$ cat config.mk
export PLATFORM = sky130hd
export DESIGN_NAME = if_fetch_flat
export DESIGN_NICKNAME = d
export VERILOG_FILES = /design/src/rtl/if_fetch_if.sv /design/src/rtl/if_fetch.sv /design/src/flat_wrapper.sv
export SDC_FILE = /design/constraint.sdc
export NUM_CORES = 1
export LEC_CHECK = 0
export ABC_AREA = 0
export BUFFER_PORTS_ARGS = -buffer_cell sky130_fd_sc_hd__buf_2
export CAP_MARGIN = 20
export CORE_UTILIZATION = 55
export CTS_CLUSTER_SIZE = 14
export DETAILED_ROUTE_END_ITERATION = 10
export GPL_ROUTABILITY_DRIVEN = 1
export PLACE_DENSITY = 0.88
export SKIP_CTS_REPAIR_TIMING = 1
export SLEW_MARGIN = 20
export SYNTH_ARGS = -nofsm -noshare
export SYNTH_HDL_FRONTEND = slang
export SYNTH_SLANG_ARGS = --single-unit
$ cat constraint.sdc
create_clock -name clk -period 5.6 [get_ports clk]
set_clock_uncertainty 0.2 [all_clocks]
set_input_delay 0.56 -clock clk [delete_from_list [all_inputs] [get_ports clk]]
set_output_delay 0.56 -clock clk [all_outputs]
set_load 0.01 [all_outputs]
$ cat src/rtl/if_fetch_if.sv
`default_nettype none
// ============================================================================
//  Module      : if_fetch_if
//  Description : Instruction SRAM bus between the IF stage and the
//                synchronous instruction memory.
//                  inst_sram_en    - read enable (fetch stage -> SRAM)
//                  inst_sram_wen   - byte write enables, never asserted
//                  inst_sram_addr  - fetch address
//                  inst_sram_wdata - write data, unused by instruction fetch
//                  inst_sram_rdata - read data, one cycle after the address
//                master = fetch stage, slave = SRAM.
//  Revision    : 1.0 - initial release
// ============================================================================
interface if_fetch_if;
  logic        inst_sram_en;
  logic [3:0]  inst_sram_wen;
  logic [31:0] inst_sram_addr;
  logic [31:0] inst_sram_wdata;
  logic [31:0] inst_sram_rdata;

  modport master (
    output inst_sram_en,
    output inst_sram_wen,
    output inst_sram_addr,
    output inst_sram_wdata,
    input  inst_sram_rdata
  );

  modport slave (
    input  inst_sram_en,
    input  inst_sram_wen,
    input  inst_sram_addr,
    input  inst_sram_wdata,
    output inst_sram_rdata
  );
endinterface
`default_nettype wire

$ cat src/rtl/if_fetch.sv
`default_nettype none
// ============================================================================
//  Module      : if_fetch
//  Description : Instruction-fetch stage of a 5-stage MIPS pipeline. Owns the
//                PC, drives the synchronous instruction SRAM and presents the
//                instruction word aligned to the PC latched by ID.
//  Ports       : clk          - clock
//                rst          - synchronous active-high reset
//                stall        - stall vector, bit0 PC, bit1 IF, bit2 ID (1=stop)
//                br_bus       - {br_e, br_addr} from ID, same-cycle
//                if_to_id_bus - {ce, pc} registered
//                id_inst      - instruction word for ID's latched PC
//                sram         - instruction SRAM bus (master side)
//  Revision    : 1.0 - initial release
// ============================================================================
module if_fetch #(
  parameter logic [31:0] RESET_PC = 32'hBFBF_FFFC,
  parameter int          STALL_W  = 6
) (
  input  wire logic               clk,
  input  wire logic               rst,
  input  wire logic [STALL_W-1:0] stall,
  input  wire logic [32:0]        br_bus,
  output logic      [32:0]        if_to_id_bus,
  output logic      [31:0]        id_inst,
  if_fetch_if.master              sram
);

  typedef enum logic [1:0] {
    S_RST  = 2'd0,
    S_RUN  = 2'd1,
    S_HOLD = 2'd2
  } state_t;

  state_t      state;
  state_t      state_nxt;

  logic [31:0] pc_reg;
  logic [31:0] next_pc;
  logic        ce;
  logic        pend_valid;
  logic [31:0] pend_addr;
  logic        hold_valid;
  logic [31:0] hold_reg;
  logic        bubble;

  logic        br_e;
  logic [31:0] br_addr;
  logic        stall_pc;
  logic        stall_if;
  logic        stall_id;
  logic        unused_stall;

  assign br_e     = br_bus[32];
  assign br_addr  = br_bus[31:0];
  assign stall_pc = stall[0];
  assign stall_if = stall[1];
  assign stall_id = stall[2];

  // Upper stall bits belong to later stages.
  assign unused_stall = ^stall;

  // Fetch is enabled from the first PC advance after reset until the next
  // reset; deriving it from the state keeps the SRAM idle throughout S_RST.
  assign ce = (state != S_RST);

  // ---------------------------------------------------------------------------
  // FSM: state register
  // ---------------------------------------------------------------------------
  always_ff @(posedge clk) begin
    if (rst) begin
      state <= S_RST;
    end else begin
      state <= state_nxt;
    end
  end

  // ---------------------------------------------------------------------------
  // FSM: next state
  // ---------------------------------------------------------------------------
  always_comb begin
    state_nxt = state;
    case (state)
      S_RST:   if (!stall_pc) state_nxt = S_RUN;
      S_RUN:   if (stall_id)  state_nxt = S_HOLD;
      S_HOLD:  if (!stall_id) state_nxt = S_RUN;
      default: state_nxt = S_RST;
    endcase
  end

  // A live branch wins over a branch that was parked while the PC was
  // stalled; sequential fetch wraps naturally at 2^32.
  always_comb begin
    next_pc = pc_reg + 32'd4;
    if (br_e) begin
      next_pc = br_addr;
    end else if (pend_valid) begin
      next_pc = pend_addr;
    end
  end

  // ---------------------------------------------------------------------------
  // PC, pending branch, hold buffer and bubble
  // ---------------------------------------------------------------------------
  always_ff @(posedge clk) begin
    if (rst) begin
      pc_reg     <= RESET_PC;
      pend_valid <= 1'b0;
      pend_addr  <= 32'd0;
      hold_valid <= 1'b0;
      hold_reg   <= 32'd0;
      bubble     <= 1'b0;
    end else begin
      if (!stall_pc) begin
        pc_reg     <= next_pc;
        pend_valid <= 1'b0;
      end else if (br_e && !stall_id) begin
        // ID moves on while the PC is frozen, so the redirect would be lost
        // unless it is parked here. If ID is also stalled, it will present
        // the same branch again and nothing needs to be remembered.
        pend_valid <= 1'b1;
        pend_addr  <= br_addr;
      end

      // The SRAM word is only valid for one cycle; capture it on the first
      // cycle of an ID stall and keep it until ID advances.
      if (stall_id) begin
        if (!hold_valid) begin
          hold_reg   <= sram.inst_sram_rdata;
          hold_valid <= 1'b1;
        end
      end else begin
        hold_valid <= 1'b0;
      end

      // IF stalled but ID advancing: ID receives an empty slot next cycle.
      bubble <= stall_if & ~stall_id;
    end
  end

  // ---------------------------------------------------------------------------
  // Outputs
  // ---------------------------------------------------------------------------
  always_comb begin
    id_inst = sram.inst_sram_rdata;
    if (bubble) begin
      id_inst = 32'd0;
    end else if (hold_valid) begin
      id_inst = hold_reg;
    end else if (!ce) begin
      id_inst = 32'd0;
    end
  end

  assign if_to_id_bus         = {ce, pc_reg};
  assign sram.inst_sram_en    = ce;
  assign sram.inst_sram_wen   = 4'b0000;
  assign sram.inst_sram_addr  = pc_reg;
  assign sram.inst_sram_wdata = 32'd0;

endmodule
`default_nettype wire
$ cat src/flat_wrapper.sv
// flat-port wrapper written by rule: the top's interface ports become plain ports
module if_fetch_flat 
#(
  parameter logic [31:0] RESET_PC = 32'hBFBF_FFFC,
  parameter int          STALL_W  = 6
)
  (clk, rst, stall, br_bus, if_to_id_bus, id_inst, sram_inst_sram_en, sram_inst_sram_wen, sram_inst_sram_addr, sram_inst_sram_wdata, sram_inst_sram_rdata);
  if_fetch_if sram_i ();
  input  wire logic clk;
  input  wire logic rst;
  input  wire logic [STALL_W-1:0] stall;
  input  wire logic [32:0] br_bus;
  output logic      [32:0] if_to_id_bus;
  output logic      [31:0] id_inst;
  output wire logic [$bits(sram_i.inst_sram_en)-1:0] sram_inst_sram_en;
  output wire logic [$bits(sram_i.inst_sram_wen)-1:0] sram_inst_sram_wen;
  output wire logic [$bits(sram_i.inst_sram_addr)-1:0] sram_inst_sram_addr;
  output wire logic [$bits(sram_i.inst_sram_wdata)-1:0] sram_inst_sram_wdata;
  input wire logic [$bits(sram_i.inst_sram_rdata)-1:0] sram_inst_sram_rdata;
  assign sram_inst_sram_en = sram_i.inst_sram_en;
  assign sram_inst_sram_wen = sram_i.inst_sram_wen;
  assign sram_inst_sram_addr = sram_i.inst_sram_addr;
  assign sram_inst_sram_wdata = sram_i.inst_sram_wdata;
  assign sram_i.inst_sram_rdata = sram_inst_sram_rdata;
  if_fetch #(.RESET_PC(RESET_PC), .STALL_W(STALL_W)) u_core (.clk(clk), .rst(rst), .stall(stall), .br_bus(br_bus), .if_to_id_bus(if_to_id_bus), .id_inst(id_inst), .sram(sram_i));
endmodule
Yosys cells after proc, flatten, opt, wreduce, memory -nomap -nowiden. Index checks and enable logic that the tools add are counted.

Add/subtract/negate cells: 1. Equal/unequal tests: 5. Multiplexer cells: 10. Bitwise operators: 4. Reduce and logical (&&, ||, !) cells: 8.

Operators with widths (number): $mux 32 (5); $add 32x3->32 const B (1); $mux 2 (3); $ne 2x2->1 const B (3); $pmux 2 s3 (1); $reduce_and 2->1 (2); $not 1->1 (3); $reduce_and 3->1 (1); $eq 2x1->1 const B (1); $eq 2x2->1 const B (1); $logic_not 2->1 (1); $reduce_bool 2->1 (1); $reduce_or 2->1 (1); $and 1x1->1 (1); $logic_and 1x1->1 (1); $logic_not 1->1 (1); $mux 1 (1).

Register bits: 101. Bits of input ports: 73. Output and inout port bits: 134. Logic and storage cells: 35.

Logic depth before layout (Yosys ltp). Gate-level depths: netlist of the first run.

Depth in word-level cells: 4. Gate-level depth with buffers: 7. Gate-level depth less buffers: 6.

Worst setup path after synthesis of the first run. OpenSTA, ideal clock, no wires.

Kind: register to register. Start point: register u_core.pc_reg[2] (netlist: u_core.sram.inst_sram_addr[2]). End point: register u_core.pc_reg[30] (netlist: u_core.sram.inst_sram_addr[30]). Arrival: 1.643 ns. Slack: 3.669 ns. Stages on the path, launching flop included: 7. Path buffers: 0. Clock period less this slack: 1.931 ns. Path through: dfxtp_1 > ha_1 > nand4_1 > nor2_1 > nand4_2 > nor3b_1 > nor4_2.

Longest elaborated chain between the ends: 3.

Ends and longest elaborated chain: from (decl) (RTL line if_fetch.sv:38) `logic [31:0] pc_reg;`; from (signal assigned) (RTL line if_fetch.sv:115) `pc_reg <= next_pc;`; $add 32x3->32 (RTL line if_fetch.sv:94) `next_pc = pc_reg + 32'd4;`; $mux 32 (RTL line if_fetch.sv:97) `end else if (pend_valid) begin`; $mux 32 (RTL line if_fetch.sv:95) `if (br_e) begin`.

No other way between the ends. A chain may end at the register's enable or synchronous reset.

==> results.py, run 1 <==
metrics = {
    "sta": {
        "report.final.setup_viol": 0,
        "final-hold-violation-count": 0,
        "timing.final.max_slew_violations": 0,
        "rsz0062_at_grt": "false",
        "worst_slack_ns": 3.03,
        "worst_pin_slew_ns": 0.822,
        "holdWs_ns": 0.215,
        "maxSlewHeadroom": 0.450,
        "fmax_mhz": 389,
        "setup_tns_ns": 0,
        "finalCritPeriodShare": 0.458,
        "min_period_ns": 2.57,
    },
    "global_routing": {
        "overflow": 0,
        "grt_util_all_layers": 0.270,
        "met2_usage": 0.439,
        "grt_max_degree": 67,
        "antenna_found_initial": 0,
        "grt_pass1_wl_um": 24300,
        "grt_use_met1": 0.363,
        "grt_pass1_vias": 5022,
        "grtUsageMet3": 0.0412,
        "top_usage_layer": "met2",
    },
    "worst_setup_path": {
        "end_kind": "flop",
        "critical_path_arrival_ns": 2.67,
        "cp_top_family": "buffers and inverters",
        "max_stage_delay_ns": 0.59,
        "r2r-end": "u_core.sram.inst_sram_addr[30]$_SDFFE_PP0N_",
        "path_max_fanout": 41,
        "crit_slowest_cell": "buf_2",
        "path_class": "in -> reg",
        "r2r_slack_ns": 3.12,
        "required_ns": 5.70,
        "start_kind": "input pin",
        "ff2ff_path_depth": 6,
        "path_cells": "buf_2 > clkinv_1 > nand2_1 > nor2_1 > a211o_1 > o21ai_0",
        "crit_buf_inv": 2,
        "timing.rr.start": "u_core.sram.inst_sram_addr[2]$_SDFFE_PP1N_",
    },
    "job": {
        "drv_cap": 0,
    },
    "logic_synthesis": {
        "synthAdderAreaFrac": 0.00214,
        "synthArstFlopShare": 0,
        "synthMuxAreaShare": 0.0120,
        "synth-compound-area-share": 0.216,
        "synth_most_common_cell": "nand2_1",
        "seq_area_frac_synth": 0.346,
        "synthSimpleGateAreaFrac": 0.273,
        "yosysUniqueCellTypes": 57,
        "yosysTopAreaCellShare": 0.346,
        "synthTopCellsByCount": "nand2_1 (161), a21oi_1 (129), dfxtp_1 (101)",
        "yosys_warnings": 0,
        "synth_top_family_by_area": "simple AND/OR/NAND/NOR gates",
        "post-synth-top-area-cell": "dfxtp_1",
        "synth_area_um2": 5850,
        "synth_area_leaders": "dfxtp_1 (35%), a21oi_1 (11%), nand2_1 (10%)",
        "syn_avg_cell_area_um2": 7.33,
        "synth_flop_cell": "dfxtp_1",
        "synth_xor_area_frac": 0.0120,
        "ys_seq_elements": 101,
        "postSynthCellCount": 798,
        "synth_edf_count": 0,
    },
    "cts": {
        "cts_buffer_depth": 2,
        "htree_num_levels": 3,
        "path_clk_slew_ns": 0.11,
        "cts_buffers": 9,
        "clock_latency_ns": 0.37,
        "clockRootBuffer": "clkbuf_8",
        "cts_tree": "yes",
        "cts_sinks": 101,
    },
    "detailed_routing": {
        "wire_per_inst_um": 14.5,
        "drt_iter0_markers": 393,
        "drt_wl_total_um": 15100,
        "drc_errors": 0,
        "dr.pass1.iters": 5,
        "vias_per_cell": 5.61,
        "vias": 5809,
        "drtAntennaViolNets": 0,
    },
    "placement": {
        "dp.cells": 1020,
        "dpl_cell_area_um2": 6270,
        "numPortBuffers": 167,
        "gp_congestion": 0.867,
        "place_ws_ns": 2.73,
        "dp_hpwl_um": 9930,
    },
    "cells_and_area": {
        "fin_cells": 1036,
        "n_antenna_cell": 0,
        "final_area_um2": 6460,
        "syn2layout_area_growth_pct": 10.5,
        "final_layout_size_suffix_gt1_frac": 0.232,
        "seq_area_um2": 2030,
        "final_nets": 969,
        "final_util": 0.626,
        "multi_input_area_um2": 3150,
        "fillCellCount": 926,
    },
    "die": {
        "coreArea_um2": 10300,
        "die_area_um2": 11000,
        "ios": 207,
        "fp-row-count": 37,
        "die_w_um": 105,
        "dieHeight_um": 105,
        "start_util": 0.566,
    },
    "worst_hold_path": {
        "hold_end": "u_core.hold_reg[6]$_SDFFE_PP0P_",
        "hold_path.class": "in -> reg",
        "worstHoldStart": "sram_inst_sram_rdata[6]",
        "whs_path_depth": 3,
    },
    "power": {
        "p_leak_nw": 2.70,
        "ir_worst_vdd_v": 0.000183,
        "finalPower_mw": 1.66,
        "p_per_area_nw_per_um2": 257,
    },
    "outcome": {
        "status": "finished clean",
    },
}
## kinds of logic (layout without fill, tap and decap cells)
logic type               Yosys count  after routing
multiplexers                       7              7
flip-flops                       101            101
XOR/XNOR                           8              8
buffers and inverters            133            200
adder cells (fa/ha/maj)            1              1
AND/OR/NAND/NOR                  333            333
AO/OA/AOI/OAI                    214            214
other                              1             36
## layout by cell type (no fill, tap or decap), types with 7 or more instances in the layout
| master | n |
|---|---|
| dfxtp_1 | 99 |
| buf_2 | 167 |
| buf_4 | 8 |
| inv_1 | 7 |
| nand2_1 | 161 |
| a31oi_1 | 8 |
| nor3_1 | 7 |
| o21ai_0 | 21 |
| a21oi_1 | 129 |
| a211oi_1 | 8 |
| nor3b_1 | 34 |
| conb_1 | 36 |
| nor2_1 | 73 |
| clkbuf_8 | 10 |
| o211ai_1 | 11 |
| nand3_1 | 13 |
| mux2i_1 | 7 |
## how the worst max path moves through the flow
stage	slack (ns)	cells after the start	to	from
CTS	2.85	4	id_inst[16]	u_core.hold_valid$_SDFF_PP0_
global route	2.90	6	u_core.sram.inst_sram_addr[10]$_SDFFE_PP1N_	rst
global placement	2.72	6	u_core.sram.inst_sram_addr[8]$_SDFFE_PP1N_	rst
floorplan	3.67	6	u_core.sram.inst_sram_addr[30]$_SDFFE_PP0N_	u_core.sram.inst_sram_addr[2]$_SDFFE_PP1N_
finish	3.03	6	u_core.sram.inst_sram_addr[10]$_SDFFE_PP1N_	rst
detailed placement	2.73	6	u_core.sram.inst_sram_addr[8]$_SDFFE_PP1N_	rst
## layout make-up
class / instances / area share
Clock buffer: 10 / 0.0213
Clock inverter: 6 / 0.00697
Inverter: 9 / 0.00523
Multi-Input combinational cell: 599 / 0.488
Sequential cell: 101 / 0.314
Tap cell: 136 / 0.0263
Timing Repair Buffer: 175 / 0.139
## layer usage
metal	wire length [um]	part of all wire	up-vias
li1	-	-	2835
met1	6590	0.44	2675
met2	7120	0.47	272
met3	1060	0.070	27
met4	288	0.019	0
met5	0	0	-
## power by group
group / internal [mW] / total (mW) / switching [mW]
sequential: 0.760 / 0.818 / 0.0580
clock: 0.177 / 0.448 / 0.270
combinational: 0.154 / 0.392 / 0.238
## worst min-delay path: stages
cell     delay [ns]
buf_2          0.10
nand2_1        0.05
a21oi_1        0.05
No activity file was read; power rests on OpenSTA's default activity.
==> run 2: changes to the inputs <==
--- a/config.mk
+++ b/config.mk
@@ -8,11 +8,11 @@
 export ABC_AREA = 0
 export BUFFER_PORTS_ARGS = -buffer_cell sky130_fd_sc_hd__buf_2
 export CAP_MARGIN = 20
-export CORE_UTILIZATION = 55
+export CORE_UTILIZATION = 51
 export CTS_CLUSTER_SIZE = 14
 export DETAILED_ROUTE_END_ITERATION = 10
 export GPL_ROUTABILITY_DRIVEN = 1
-export PLACE_DENSITY = 0.88
+export PLACE_DENSITY = 0.83
 export SKIP_CTS_REPAIR_TIMING = 1
 export SLEW_MARGIN = 20
 export SYNTH_ARGS = -nofsm -noshare
==> constraint.sdc (replaced) <==
create_clock -name clk -period 2.7 [get_ports clk]
set_clock_uncertainty 0.2 [all_clocks]
set_input_delay 0.27 -clock clk [delete_from_list [all_inputs] [get_ports clk]]
set_output_delay 0.27 -clock clk [all_outputs]
set_load 0.01 [all_outputs]
==> run 2 against run 1 <==
  * The flow now finishes with violations (negative hold slack)
  * Wire length is 8.5% higher
  * Core utilization is 2.5 points higher
  * Final area is 11% higher
  * Final cell count is 6.3% higher
  * Worst hold slack worse by 0.24 ns
  * Combinational power is 130% higher
  * Flip-flop and latch count stayed put
  * Global-route usage is 2.3 points lower
  * First-iteration DRC count is 18% higher
  * Critical endpoint is now u_core.sram.inst_sram_addr[16]$_SDFFE_PP1N_
  * Sequential power is 110% higher
  * Critical path depth is 1 lower
==> results.py, run 2 (same netlist as run 1, synthesis figures left out) <==
metrics = {
    "global_routing": {
        "overflow": 0,
        "grt_util_all_layers": 0.247,
        "antenna_found_initial": 0,
        "grt_pass1_wl_um": 23200,
        "grt_max_degree": 41,
        "grt_pass1_vias": 4765,
    },
    "power": {
        "switchingPower_mw": 1.22,
        "comb_power_share": 0.238,
        "intPower_mw": 2.60,
        "clkPwrFrac": 0.320,
        "seqPwrFrac": 0.442,
        "ir_worst_vdd_v": 0.000303,
        "p_leak_nw": 3.00,
        "p_per_area_nw_per_um2": 535,
        "sw_frac_of_total": 0.320,
    },
    "worst_setup_path": {
        "cp_top_family": "simple AND/OR/NAND/NOR gates",
        "crit_buf_inv": 0,
        "r2r-end": "u_core.sram.inst_sram_addr[16]$_SDFFE_PP1N_",
        "max_stage_delay_ns": 0.66,
        "ff2ff_path_depth": 5,
        "path_cells": "ha_1 > nand4_1 > nor4_1 > a31oi_1 > o32a_1",
        "r2r_slack_ns": 0.41,
        "end_kind": "flop",
        "path_max_fanout": 6,
        "path_class": "reg -> reg",
        "required_ns": 2.73,
        "timing.rr.start": "u_core.sram.inst_sram_addr[3]$_SDFFE_PP1N_",
        "crit_path_start": "u_core.sram.inst_sram_addr[3]$_SDFFE_PP1N_",
        "start_kind": "flop",
        "crit_slowest_cell": "nor4_1",
        "crit_cells": 5,
        "critical_path_arrival_ns": 2.31,
        "endpoint": "u_core.sram.inst_sram_addr[16]$_SDFFE_PP1N_",
    },
    "detailed_routing": {
        "vias": 6053,
        "drtAntennaViolNets": 0,
        "drt_iter0_markers": 464,
        "drc_errors": 0,
        "vias_per_cell": 5.50,
        "wire_per_inst_um": 14.8,
        "dr.pass1.iters": 7,
        "drt_wl_total_um": 16300,
    },
    "cts": {
        "clock_latency_ns": 0.34,
        "cts_sinks": 101,
        "cts_buffers": 9,
        "cts_buffer_depth": 2,
        "cts_tree": "yes",
        "clockRootBuffer": "clkbuf_16",
        "htree_num_levels": 3,
        "path_clk_slew_ns": 0.07,
    },
    "die": {
        "dieHeight_um": 109,
        "die_w_um": 109,
        "fp-row-count": 38,
        "die_area_um2": 11900,
        "start_util": 0.532,
        "ios": 207,
        "coreArea_um2": 11000,
    },
    "sta": {
        "worst_pin_slew_ns": 0.670,
        "timing.final.max_slew_violations": 0,
        "worst_slack_ns": 0.413,
        "setup_tns_ns": 0,
        "final-hold-violation-count": 13,
        "min_period_ns": 2.29,
        "fmax_mhz": 437,
        "rsz0062_at_grt": "false",
        "finalCritPeriodShare": 0.847,
        "report.final.setup_viol": 0,
        "maxSlewHeadroom": 0.549,
        "holdWs_ns": -0.0250,
    },
    "cells_and_area": {
        "final_nets": 1030,
        "syn2layout_area_growth_pct": 22.2,
        "final_util": 0.650,
        "final_layout_size_suffix_gt1_frac": 0.229,
        "n_antenna_cell": 0,
        "final_cell_mix": "buf_2 (167), nand2_1 (161), a21oi_1 (129)",
        "fin_cells": 1101,
        "layout_commonest_cell": "buf_2",
    },
    "placement": {
        "dp.cells": 1038,
        "dp_hpwl_um": 10700,
        "gp_congestion": 0.854,
        "place_ws_ns": 0.531,
        "numPortBuffers": 167,
    },
    "outcome": {
        "failed_checks": "negative hold slack",
        "status": "finished with violations",
    },
    "worst_hold_path": {
        "hold_path.class": "in -> reg",
    },
    "job": {
        "drv_cap": 0,
    },
}
==> run 2: cell types whose count changed in the layout (fill, tap and decap cells not counted), moves of 2 or more <==
cell / change
buf_4: +13
clkbuf_1: +2
clkbuf_16: +9
clkbuf_8: -10
clkinv_2: -2
clkinvlp_4: +2
dlygate4sd3_1: +47
==> run 2: tightest hold or removal path: cells and delay by family <==
kind | cells | cell delay (ns)
compound gates | 1 | 0.05
simple gates | 1 | 0.05
buf+inv | 1 | 0.10
==> run 2: how the worst min path moves through the flow <==
stage                                      startpoint                                 to  slack (ns)  cells past startpoint
floorplan                                    stall[2]           u_core.bubble$_SDFF_PP0_        0.15                      1
global placement    u_core.pend_addr[22]$_SDFFE_PP0P_  u_core.pend_addr[22]$_SDFFE_PP0P_        0.24                      2
detailed placement  u_core.pend_addr[22]$_SDFFE_PP0P_  u_core.pend_addr[22]$_SDFFE_PP0P_        0.25                      2
CTS                          sram_inst_sram_rdata[16]   u_core.hold_reg[16]$_SDFFE_PP0P_       -0.04                      3
global route                                br_bus[8]   u_core.pend_addr[8]$_SDFFE_PP0P_     0.00004                      3
finish                       sram_inst_sram_rdata[10]   u_core.hold_reg[10]$_SDFFE_PP0P_       -0.02                      3
==> run 2: final cells by class <==
type                       count  area (um2)
fill                         966        3840
multi-input combinational    599        3150
sequential                   101        2020
timing repair buffer         236        1480
clock buffer                  11         233
tap                          140         175
clock inverter                 5        43.8
inverter                       9        33.8
==> run 2: power groups by stage <==
stage | clock (mW) | sequential [mW] | combinational (mW)
after global routing | 1.31 | 1.70 | 0.999
after floorplan | 0 | 1.71 | 0.635
after detailed placement | 0 | 1.72 | 0.837
after CTS | 1.24 | 1.68 | 0.843
after global placement | 0 | 1.71 | 0.826
final | 1.22 | 1.69 | 0.909
==> run 2: per-layer routing <==
metal | global-route usage | routed length [um]
met5 | 0 | 0
met2 | 0.393 | 7780
met3 | 0.0430 | 999
met1 | 0.331 | 7100
met4 | 0.0956 | 442
==> run 2: through the flow <==
step | power (mW) | instance area, um2 | hold WS, ns
final | 3.82 | 7140 | -0.0250
after floorplan | 2.34 | 5980 | 0.146
after global routing | 4.01 | 7140 | 0.0000360
after global placement | 2.54 | 6390 | 0.241
after CTS | 3.77 | 6670 | -0.0403
after detailed placement | 2.56 | 6390 | 0.246
